File: src/rtl/dc_pattern_sink.sv
// rtl/dc_pattern_sink.sv - pattern-driven stream sink with sequence, colour and hold checks
// Optional stall watchdog: define DC_PATTERN_SINK_WDOG_EN.
module dc_pattern_sink #(
  parameter int SEQ_W     = 8,
  parameter int COLOR_W   = 2,
  parameter int COLOR_KEY = 0,
  parameter int CNT_W     = 16,
  parameter int WDOG_CYC  = 64
) (
  input  logic                     clock,
  input  logic                     reset,
  input  logic [15:0]              dst_pat,
  input  logic                     in_valid,
  input  logic [COLOR_W+SEQ_W-1:0] in_data,
  output logic                     in_ready,
  output logic                     color_error,
  output logic                     seq_error,
  output logic                     hold_error,
  output logic [CNT_W-1:0]         beat_count,
  output logic [SEQ_W-1:0]         err_seq,
  output logic                     wdog_error
);

  localparam int DW = COLOR_W + SEQ_W;
  localparam logic [COLOR_W-1:0] KEY = COLOR_KEY[COLOR_W-1:0];

  logic [3:0]         slot;
  logic [SEQ_W-1:0]   exp_seq;
  logic               stalled;
  logic [DW-1:0]      cap_data;
  logic               fire;
  logic [SEQ_W-1:0]   rx_seq;
  logic [COLOR_W-1:0] rx_color;
  logic [COLOR_W-1:0] exp_color;
  logic               bad_seq;
  logic               bad_color;
  logic               bad_hold;
  logic               bad_wdog;
  logic               any_err;

  // Ready is gated by reset so nothing can be accepted while state is held clear.
  assign in_ready  = reset & dst_pat[slot];
  assign fire      = in_valid & in_ready;
  assign rx_seq    = in_data[SEQ_W-1:0];
  assign rx_color  = in_data[DW-1:SEQ_W];
  assign exp_color = exp_seq[COLOR_W-1:0] ^ KEY;
  assign bad_seq   = fire & (rx_seq != exp_seq);
  assign bad_color = fire & (rx_color != exp_color);
  assign bad_hold  = stalled & (~in_valid | (in_data != cap_data));
  assign any_err   = color_error | seq_error | hold_error | wdog_error;

`ifdef DC_PATTERN_SINK_WDOG_EN
  localparam int WW = $clog2(WDOG_CYC + 1);
  localparam logic [WW-1:0] WLIM = WW'(WDOG_CYC);

  logic [WW-1:0] wdog_cnt;
  logic          wdog_q;

  assign bad_wdog   = (wdog_cnt == WLIM);
  assign wdog_error = wdog_q;

  always_ff @(posedge clock or negedge reset) begin
    if (!reset) begin
      wdog_cnt <= '0;
      wdog_q   <= 1'b0;
    end else begin
      if (!in_valid || fire)
        wdog_cnt <= '0;
      else if (wdog_cnt != WLIM)
        wdog_cnt <= wdog_cnt + 1'b1;
      if (bad_wdog)
        wdog_q <= 1'b1;
    end
  end
`else
  assign bad_wdog   = 1'b0;
  assign wdog_error = 1'b0;
`endif

  always_ff @(posedge clock or negedge reset) begin
    if (!reset) begin
      slot        <= '0;
      exp_seq     <= '0;
      stalled     <= 1'b0;
      cap_data    <= '0;
      color_error <= 1'b0;
      seq_error   <= 1'b0;
      hold_error  <= 1'b0;
      beat_count  <= '0;
      err_seq     <= '0;
    end else begin
      slot    <= slot + 1'b1;
      stalled <= in_valid & ~in_ready;
      if (in_valid && !in_ready)
        cap_data <= in_data;
      // exp_seq advances from itself so one skip is flagged without resync.
      if (fire) begin
        exp_seq    <= exp_seq + 1'b1;
        beat_count <= beat_count + 1'b1;
      end
      if (bad_seq)   seq_error   <= 1'b1;
      if (bad_color) color_error <= 1'b1;
      if (bad_hold)  hold_error  <= 1'b1;
      if (!any_err && (bad_seq || bad_color || bad_hold || bad_wdog))
        err_seq <= exp_seq;
    end
  end

endmodule
File: config.mk
export PLATFORM = sky130hd
export DESIGN_NAME = dc_pattern_sink
export DESIGN_NICKNAME = d
export VERILOG_FILES = /design/src/rtl/dc_pattern_sink.sv
export SDC_FILE = /design/constraint.sdc
export NUM_CORES = 1
export LEC_CHECK = 0
export ABC_CLOCK_PERIOD_IN_PS = 1800
export CORE_MARGIN = 2
export CORE_UTILIZATION = 36
export CTS_BUF_LIST = sky130_fd_sc_hd__clkbuf_8
export CTS_CLUSTER_SIZE = 25
export DETAILED_ROUTE_END_ITERATION = 8
export GPL_TIMING_DRIVEN = 1
export PLACE_DENSITY = 0.67
export SYNTH_ARGS = -nofsm -noshare
export SYNTH_HDL_FRONTEND = slang
export SYNTH_SLANG_ARGS = --single-unit
File: constraint.sdc
create_clock -name clock -period 1.8 [get_ports clock]
set_input_delay 0.27 -clock clock [delete_from_list [all_inputs] [get_ports clock]]
set_output_delay 0.27 -clock clock [all_outputs]
set_load 0.1 [all_outputs]
==> results of run 1 <==
-- worst max path at each step --
stage / to / start / slack [ns]
4_1_cts: in_ready / slot[2] / -0.35
6_report: in_ready / slot[2] / -0.36
3_3_place_gp: err_seq[5] / dst_pat[14] / -0.41
3_5_place_dp: err_seq[1] / dst_pat[14] / -0.46
2_1_floorplan: err_seq[0] / slot[2] / -0.15
5_1_grt: in_ready / slot[2] / -0.42
-- sequential cells by signal (all words and copies together) (netlist names) --
register and count:
beat_count 16, cap_data 10, err_seq 8, exp_seq 8, slot 4, color_error 1
hold_error 1, seq_error 1, stalled 1
-- layer usage --
metal | vias up | part of all wire (%) | track usage, %
li1 | 918 | - | -
met1 | 953 | 46 | 22.7
met2 | 48 | 49 | 25.6
met3 | 6 | 4.3 | 3.51
met4 | 0 | 0.99 | 3.78
met5 | - | 0 | 0
-- kinds of logic after synthesis --
kind of cell / Yosys count / synth area share, %
muxes: 28 / 12.2
AOI/OAI and AO/OA: 12 / 4.98
and+or+nand+nor: 63 / 13.0
DFF: 50 / 49.8
buffers and inverters: 13 / 3.09
adders and majority gates: 3 / 1.49
other: 1 / 0.149
xor gates and xnor gates: 44 / 15.3
-- power by group through the flow --
stage	registers [mW]	clock network (mW)	logic, mW
after global routing	1.62	0.858	1.91
after CTS	1.59	0.824	1.81
after detailed placement	1.60	0	1.74
after floorplan	2.14	0	0.468
final	1.59	0.804	1.82
after global placement	1.60	0	1.72
-- area by class of cell --
type                            instances  area, um^2
Clock buffer                            5        68.8
Multi-Input combinational cell        151        1410
Inverter                                5        18.8
Tap cell                               80         100
Clock inverter                          3        42.5
Timing Repair Buffer                   90        1090
Fill cell                             531        2750
Sequential cell                        50        1270
-- stage by stage --
stage	TNS [ns]	area (um^2)	power, mW
finish	-10.14	4010	4.21
global route	-13.27	4010	4.40
CTS	-10.17	3900	4.22
detailed placement	-12.74	3580	3.35
global placement	-10.99	3580	3.33
floorplan	-2.27	2570	2.61
-- placed cells by master, fill, tap and decap left out, types with 2 or more instances in the layout --
cell	instances
xnor2_1	25
dfrtp_2	16
inv_1	6
nand2_1	10
buf_4	29
xor2_1	19
dfrtp_1	33
mux2_2	9
nand3_1	12
mux2_4	11
ha_1	3
buf_12	26
nand4_1	5
a221oi_2	2
nand2b_1	2
clkbuf_8	5
nor4_4	4
buf_6	5
mux2i_4	2
or3_1	2
o31ai_1	2
mux2i_1	6
nor3_2	6
clkdlybuf4s50_1	27
and3_1	2
nor2_1	12
-- what timing repair did --
| action | 4_1_cts | 5_1_grt |
|---|---|---|
| pin swaps | 4 | 6 |
| cloned | 1 | 1 |
| buffers inserted | 5 | 3 |
| hold endpoints to repair | 3 | 0 |
| resized for setup | 28 | 17 |
| setup endpoints to repair | 41 | 46 |
| hold buffers | 1 | 0 |
==> flow_metrics.tcl, run 1 <==
set metrics [dict create \
    p_seq_share_pct 37.7 \
    numCtsBuffers 5 \
    overflow 0 \
    initial_core_util_pct 37.2 \
    worst-path-max-fanout 7 \
    end_kind "output pin" \
    worstMarginPinSlew_ns 0.606 \
    grt_pass1_wl_um 9620 \
    ys_ff_latch 50 \
    worstSetupPathType "reg -> out" \
    fin_worst_skew_ns 0.0196 \
    yosys_warnings 0 \
    place_hpwl_um 4040 \
    status "finished with violations" \
    leakage_nw 1.72 \
    detail-route-antenna-nets 0 \
    htree_num_levels 2 \
    fin_ws_ns -0.356 \
    synthArstFlopShare_pct 100 \
    clk_latency_ns 0.32 \
    root_buffer "clkbuf_8" \
    power_frac_comb_pct 43.2 \
    synth_top_area_share_pct 49.8 \
    p_sw_share_pct 40.9 \
    whs_ns 0.0972 \
    antenna_cells 0 \
    p_int_mw 2.49 \
    cp.arrival_ns 1.89 \
    cp.required_ns 1.53 \
    syn_nets 246 \
    fin_cells 384 \
    setup_viol 45 \
    period_share_pct 120 \
    track_usage_pct 16.1 \
    ff2ff_setup_slack_ns -0.33 \
    path_cells "mux2i_4, a221oi_4, buf_4, a22o_4, buf_6, buf_12" \
    fp.dieH_um 87.5 \
    firstDrtPassIters 6 \
    cpPeakStageDelay_ns 0.52 \
    maxClockFrequency_ghz 0.464 \
    syn_area_per_cell_um2 11.7 \
    drv_slew 0 \
    cts.clk_slew.worst_paths_ns 0.11 \
    crit_cells 6 \
    slowest_stage "dfrtp_2" \
    drv_cap 0 \
    slew_headroom_pct 59.6 \
    area_delta_synth_final_pct 59.5 \
    clock_power_share_pct 19.1 \
    synthTopCellsByCount "dfrtp_1, xnor2_1, mux2_2, xor2_1, nor2_1" \
    finalWeightedCongestion 0.797 \
    drc 0 \
    yosysMostFrequentCell "dfrtp_1" \
    antenna_found_initial 0 \
    final.min_clock_period_ns 2.16 \
    nets 335 \
    fp.dieW_um 87.5 \
    rr_worst_depth 7 \
    drive_above_1_share_pct 43.1 \
    wl_per_cell_um 15.6 \
    syn_inst 214 \
    tritoncts "yes" \
    violations "negative setup slack" \
    p_switching_mw 1.72 \
    post-place-ws_ns -0.459 \
    syn-cell-area_mm2 0.00251 \
    drtIter0Drc 48 \
    ys_seq_area_share_pct 49.8 \
    grt_pass1_vias 1975 \
    rsz0062_at_grt "yes" \
    rows 30 \
    worst_setup_path_start_kind "register" \
    utilization_pct 59.3 \
    cp_top_family "flip-flops" \
    io_buffers 56 \
    io-pin-count 58 \
    synth_edf_count 0 \
    regToRegStartpoint "slot[2]" \
    dieArea_mm2 0.00766 \
    hold_violations 0 \
    routed_wirelength_um 5990 \
    clock_path_buffers 2 \
    core_mm2 0.00676 \
    grt_max_degree 48 \
    hold_class "in -> async" \
    synth_cell_types 33 \
    p_per_area_mw_per_mm2 1050 \
    synthFlopType "dfrtp_1" \
    placedCellCount 365 \
    synth_area_leaders "dfrtp_1, mux2_2, xnor2_1" \
    r2r-end "err_seq[1]" \
    avgViaCountPerCell 5.01 \
    worst-path-buf-inv 3 \
    synth_top_cell_by_area "dfrtp_1" \
    vias 1925 \
    cts_num_sinks 50 \
    vdd_drop_max_mv 1.40 \
]
(Power assumes the default switching activity.)
==> inputs of run 2 (changes only) <==
Settings changed: HOLD_SLACK_MARGIN set to 0.15.
==> run 2 against run 1 <==
Effect of this change:
- the flow still finishes with violations (negative setup slack)
- via count about the same
- die area unchanged
- clock power is essentially flat
- critical path depth did not move
- worst hold slack gained 0.36 ns
- sequential cell count is the same
==> flow_metrics.tcl, run 2 (same netlist as run 1, synthesis figures left out) <==
set metrics [dict create \
    status "finished with violations" \
    violations "negative setup slack" \
    grt_pass1_vias 1973 \
    final_cell_mix "dfrtp_1, buf_4, clkdlybuf4s50_1" \
    antenna_found_initial 0 \
    drv_cap 0 \
    p_sw_share_pct 40.9 \
    rsz0062_at_grt "yes" \
    io_buffers 56 \
    vias 1926 \
    finalWeightedCongestion 0.797 \
    slew_headroom_pct 59.5 \
    final.min_clock_period_ns 2.16 \
    maxClockFrequency_ghz 0.464 \
    largest_reg_flops 16 \
    htree_num_levels 2 \
    hold_violations 0 \
    ff_latch_area_mm2 0.00127 \
    firstDrtPassIters 6 \
    worstSetupPathType "reg -> out" \
    avgViaCountPerCell 5.02 \
    p_per_area_mw_per_mm2 1050 \
    multiInputGateArea_mm2 0.00141 \
    drtIter0Drc 68 \
    grt_max_degree 48 \
    clk_latency_ns 0.32 \
    stdcell_area_mm2 0.00401 \
    clock_power_share_pct 19.1 \
    setup_viol 45 \
    place_hpwl_um 4040 \
    worst_setup_path_start_kind "register" \
    drive_above_1_share_pct 43.1 \
    power_frac_comb_pct 43.2 \
    largest_register "beat_count" \
    layout_commonest_cell "dfrtp_1" \
    finalPower_mw 4.21 \
    cp.arrival_ns 1.89 \
    wl_per_cell_um 15.6 \
    worst-path-max-fanout 7 \
    dieArea_mm2 0.00766 \
    rows 30 \
    numCtsBuffers 5 \
    fin_ws_ns -0.356 \
    p_seq_share_pct 37.7 \
    p_int_mw 2.49 \
    vdd_drop_max_mv 1.40 \
    antenna_cells 0 \
    nets 335 \
    fin_worst_skew_ns 0.0197 \
    worstMarginPinSlew_ns 0.608 \
    tritoncts "yes" \
    drc 0 \
    cts.clk_slew.worst_paths_ns 0.08 \
    routed_wirelength_um 5980 \
    dpl_cell_area_mm2 0.00358 \
    period_share_pct 120 \
    fp.dieH_um 87.5 \
    drv_slew 0 \
    core_mm2 0.00676 \
    end_kind "output pin" \
    hold_class "in -> async" \
    cts_num_sinks 50 \
    placedCellCount 365 \
    leakage_nw 1.72 \
    reg_top3 "beat_count (16), cap_data (10)" \
    clock_path_buffers 2 \
    setup-tns-final_ns -10.11 \
    cp.required_ns 1.53 \
    area_delta_synth_final_pct 59.5 \
    fillers 531 \
    overflow 0 \
    utilization_pct 59.3 \
    initial_core_util_pct 37.2 \
    io-pin-count 58 \
    detail-route-antenna-nets 0 \
    track_usage_pct 16.1 \
    root_buffer "clkbuf_8" \
    p_switching_mw 1.72 \
    grt_pass1_wl_um 9600 \
    fin_cells 384 \
    fp.dieW_um 87.5 \
]
## run 2: cell counts in the layout (fill, tap and decap cells not counted)
No cell type changed its count.
## run 2: worst max-delay path, cell delays in order, from the launching register on
cell      delay [ns]
dfrtp_2         0.52
mux2i_4         0.31
a221oi_4        0.09
buf_4           0.15
a22o_4          0.24
buf_6           0.12
buf_12          0.15
## run 2: through the flow
stage | hold WS (ns) | setup WS, ns
finish | 0.455 | -0.356
global route | 0.453 | -0.417
CTS | 0.435 | -0.347
detailed placement | 0.204 | -0.459
global placement | 0.201 | -0.408
floorplan | -0.0256 | -0.147
## run 2: power by group through the flow
stage          registers, mW  clock network, mW  logic [mW]
6_report                1.58              0.805        1.82
5_1_grt                 1.62              0.858        1.91
4_1_cts                 1.59              0.824        1.81
3_5_place_dp            1.60                  0        1.74
3_3_place_gp            1.60                  0        1.72
2_1_floorplan           2.14                  0       0.468
## run 2: cell type report
| class | instances | share of cell area, % |
|---|---|---|
| clock buffers | 5 | 1.72 |
| multi-input cells | 151 | 35.1 |
| well taps | 80 | 2.50 |
| flip-flops and latches | 50 | 31.8 |
| inverters | 5 | 0.469 |
| clock inverters | 3 | 1.06 |
| repair buffers | 90 | 27.3 |
## run 2: per-layer routing
| layer | GRT usage (%) | routed length (um) | vias to the layer above |
|---|---|---|---|
| met3 | 3.51 | 265 | 6 |
| li1 | - | - | 917 |
| met4 | 3.78 | 59 | 0 |
| met5 | 0 | 0 | - |
| met2 | 25.6 | 2940 | 48 |
| met1 | 22.7 | 2720 | 955 |
## run 2: path summary, 6_finish.rpt
kind	slack [ns]	cells after the start	startpoint	endpoint
worst max-delay path	-0.36	6	slot[2]	in_ready
worst min-delay path	0.45	3	reset	slot[2]
worst max register to register	-0.33	7	slot[2]	err_seq[1]
worst min register to register	0.51	1	err_seq[7]	err_seq[7]
max in group asynchronous	0.67	3	reset	seq_error
min in group clock	0.51	1	err_seq[7]	err_seq[7]
## run 2: timing repair
| item | CTS | global route |
|---|---|---|
| gates cloned | 1 | 1 |
| hold buffers | 1 | 0 |
| buffers inserted | 5 | 3 |
| setup endpoints to repair | 41 | 46 |
| resized for setup | 28 | 17 |
| hold endpoints to repair | 50 | 0 |
| pin swaps | 4 | 6 |
==> inputs of run 3 (changes only) <==
Settings changed: ABC_CLOCK_PERIOD_IN_PS 1800 to 2500, HOLD_SLACK_MARGIN 0.15 to 0.05, PLACE_DENSITY 0.67 to 0.65, SETUP_SLACK_MARGIN set to 0.3.
Clock period 1.8 ns to 2.5 ns, I/O delays scaled along.
==> run 3 against run 2 <==
Effect of this change:
- the run now ends clean
- worst hold slack got worse by 0.23 ns
- sequential cell count did not move
- sequential share of layout area rose by 6.1 points
- register-to-register slack improved by 0.67 ns
- sequential power fell by 28%
- largest power group is now sequential cells
- critical endpoint unchanged
- clock skew fell by 0.011 ns
- non-clock buffer count fell by 21
- combinational power fell by 45%
- first-iteration DRC count rose by 1.5%
- via count fell by 5.7%
- clock power fell by 28%
==> flow_metrics.tcl, run 3 (same netlist as run 1, synthesis figures left out) <==
set metrics [dict create \
    path_cells "buf_4, mux2i_1, a22oi_1, a22o_4, buf_6, buf_12" \
    largest_reg_flops 16 \
    utilization_pct 49.1 \
    worst_setup_path_start_kind "register" \
    fin_worst_skew_ns 0.00923 \
    htree_num_levels 2 \
    grt_max_degree 51 \
    numCtsBuffers 5 \
    wl_per_cell_um 14.9 \
    status "finished, final reports clean" \
    tritoncts "yes" \
    reg_top3 "beat_count (16), cap_data (10)" \
    antenna_found_initial 0 \
    crit_cells 6 \
    maxClockFrequency_ghz 0.458 \
    drive_above_1_share_pct 31.4 \
    slew_headroom_pct 57.1 \
    worst-path-max-fanout 5 \
    vias 1817 \
    final.min_clock_period_ns 2.18 \
    finalWeightedCongestion 0.843 \
    setup_viol 0 \
    firstDrtPassIters 4 \
    clk_latency_ns 0.31 \
    hold_class "in -> async" \
    cpPeakStageDelay_ns 0.45 \
    cp_top_family "flip-flops" \
    slowest_stage "dfrtp_2" \
    dieArea_mm2 0.00766 \
    worstMarginPinSlew_ns 0.643 \
    rr_worst_depth 6 \
    cts_num_sinks 50 \
    hold_violations 0 \
    area_delta_synth_final_pct 32.0 \
    fp.dieH_um 87.5 \
    worst-path-buf-inv 3 \
    clock_path_buffers 2 \
    cp.arrival_ns 1.81 \
    rsz0062_at_grt "yes" \
    nets 314 \
    core_mm2 0.00676 \
    drtIter0Drc 69 \
    holdBufCountCts 0 \
    initial_core_util_pct 37.2 \
    drv_slew 0 \
    largest_register "beat_count" \
    io_buffers 56 \
    final_cell_mix "dfrtp_1, buf_4, clkdlybuf4s50_1" \
    fp.dieW_um 87.5 \
    worstSetupPathType "reg -> out" \
    avgViaCountPerCell 5.01 \
    place_hpwl_um 3900 \
    overflow 0 \
    track_usage_pct 14.5 \
    leakage_nw 1.43 \
    p_per_area_mw_per_mm2 817 \
    detail-route-antenna-nets 0 \
    routed_wirelength_um 5410 \
    antenna_cells 0 \
    grt_pass1_vias 1795 \
    drc 0 \
    setup-tns-final_ns 0 \
    drv_cap 0 \
    end_kind "output pin" \
    vdd_drop_max_mv 0.544 \
    cts.clk_slew.worst_paths_ns 0.09 \
    io-pin-count 58 \
    layout_commonest_cell "dfrtp_1" \
    rows 30 \
    cp.required_ns 2.12 \
    root_buffer "clkbuf_8" \
    grt_pass1_wl_um 8670 \
    period_share_pct 87.4 \
]
## run 3: changes by cell type in the layout (fill, tap and decap cells not counted), sizes merged
cell,change
clkinv,-1
dlygate4sd3,-1
inv,-1
clkinvlp,+2
buf,-20
## run 3: layer usage
| metal | track usage, % | vias up | share of wire, % |
|---|---|---|---|
| met2 | 22.6 | 40 | 48 |
| met1 | 20.0 | 894 | 47 |
| met4 | 5.17 | 0 | 1.1 |
| met3 | 2.94 | 5 | 4.2 |
| li1 | - | 878 | - |
| met5 | 0 | - | 0 |
## run 3: metrics by stage
| step | setup WS [ns] | instances | hold WS [ns] | power (mW) | cell area (um^2) |
|---|---|---|---|---|---|
| 2_1_floorplan | 0.387 | 214 | 0.0794 | 1.87 | 2520 |
| 3_3_place_gp | -0.0290 | 349 | 0.471 | 2.13 | 3110 |
| 3_5_place_dp | -0.0587 | 349 | 0.465 | 2.15 | 3110 |
| 4_1_cts | 0.303 | 359 | 0.278 | 2.73 | 3250 |
| 5_1_grt | 0.202 | 363 | 0.307 | 2.86 | 3310 |
| 6_report | 0.316 | 363 | 0.225 | 2.71 | 3310 |
## run 3: path summary, 6_finish.rpt
path / slack (ns) / startpoint / end
worst max-delay path: 0.32 / slot[3] / in_ready
worst min-delay path: 0.23 / reset / cap_data[5]
worst max register to register: 0.34 / slot[3] / cap_data[9]
worst min register to register: 0.48 / beat_count[15] / beat_count[15]
max in group asynchronous: 1.78 / reset / beat_count[5]
min in group clock: 0.48 / beat_count[15] / beat_count[15]
## run 3: layout make-up
class	count	area, um^2
Tap cell	80	100
Timing Repair Buffer	69	599
Multi-Input combinational cell	151	1220
Fill cell	636	3440
Sequential cell	50	1260
Clock buffer	5	68.8
Inverter	5	18.8
Clock inverter	3	45.0
## run 3: report_power, final
group | switching (mW) | internal (mW)
Combinational | 0.680 | 0.315
Sequential | 0.200 | 0.936
Clock | 0.279 | 0.298
## run 3: timing repair
item,CTS,global route
setup buffers,2,4
setup endpoints to repair,23,14
gates resized for setup,4,6
hold endpoints to repair,0,0
pin swaps,2,3
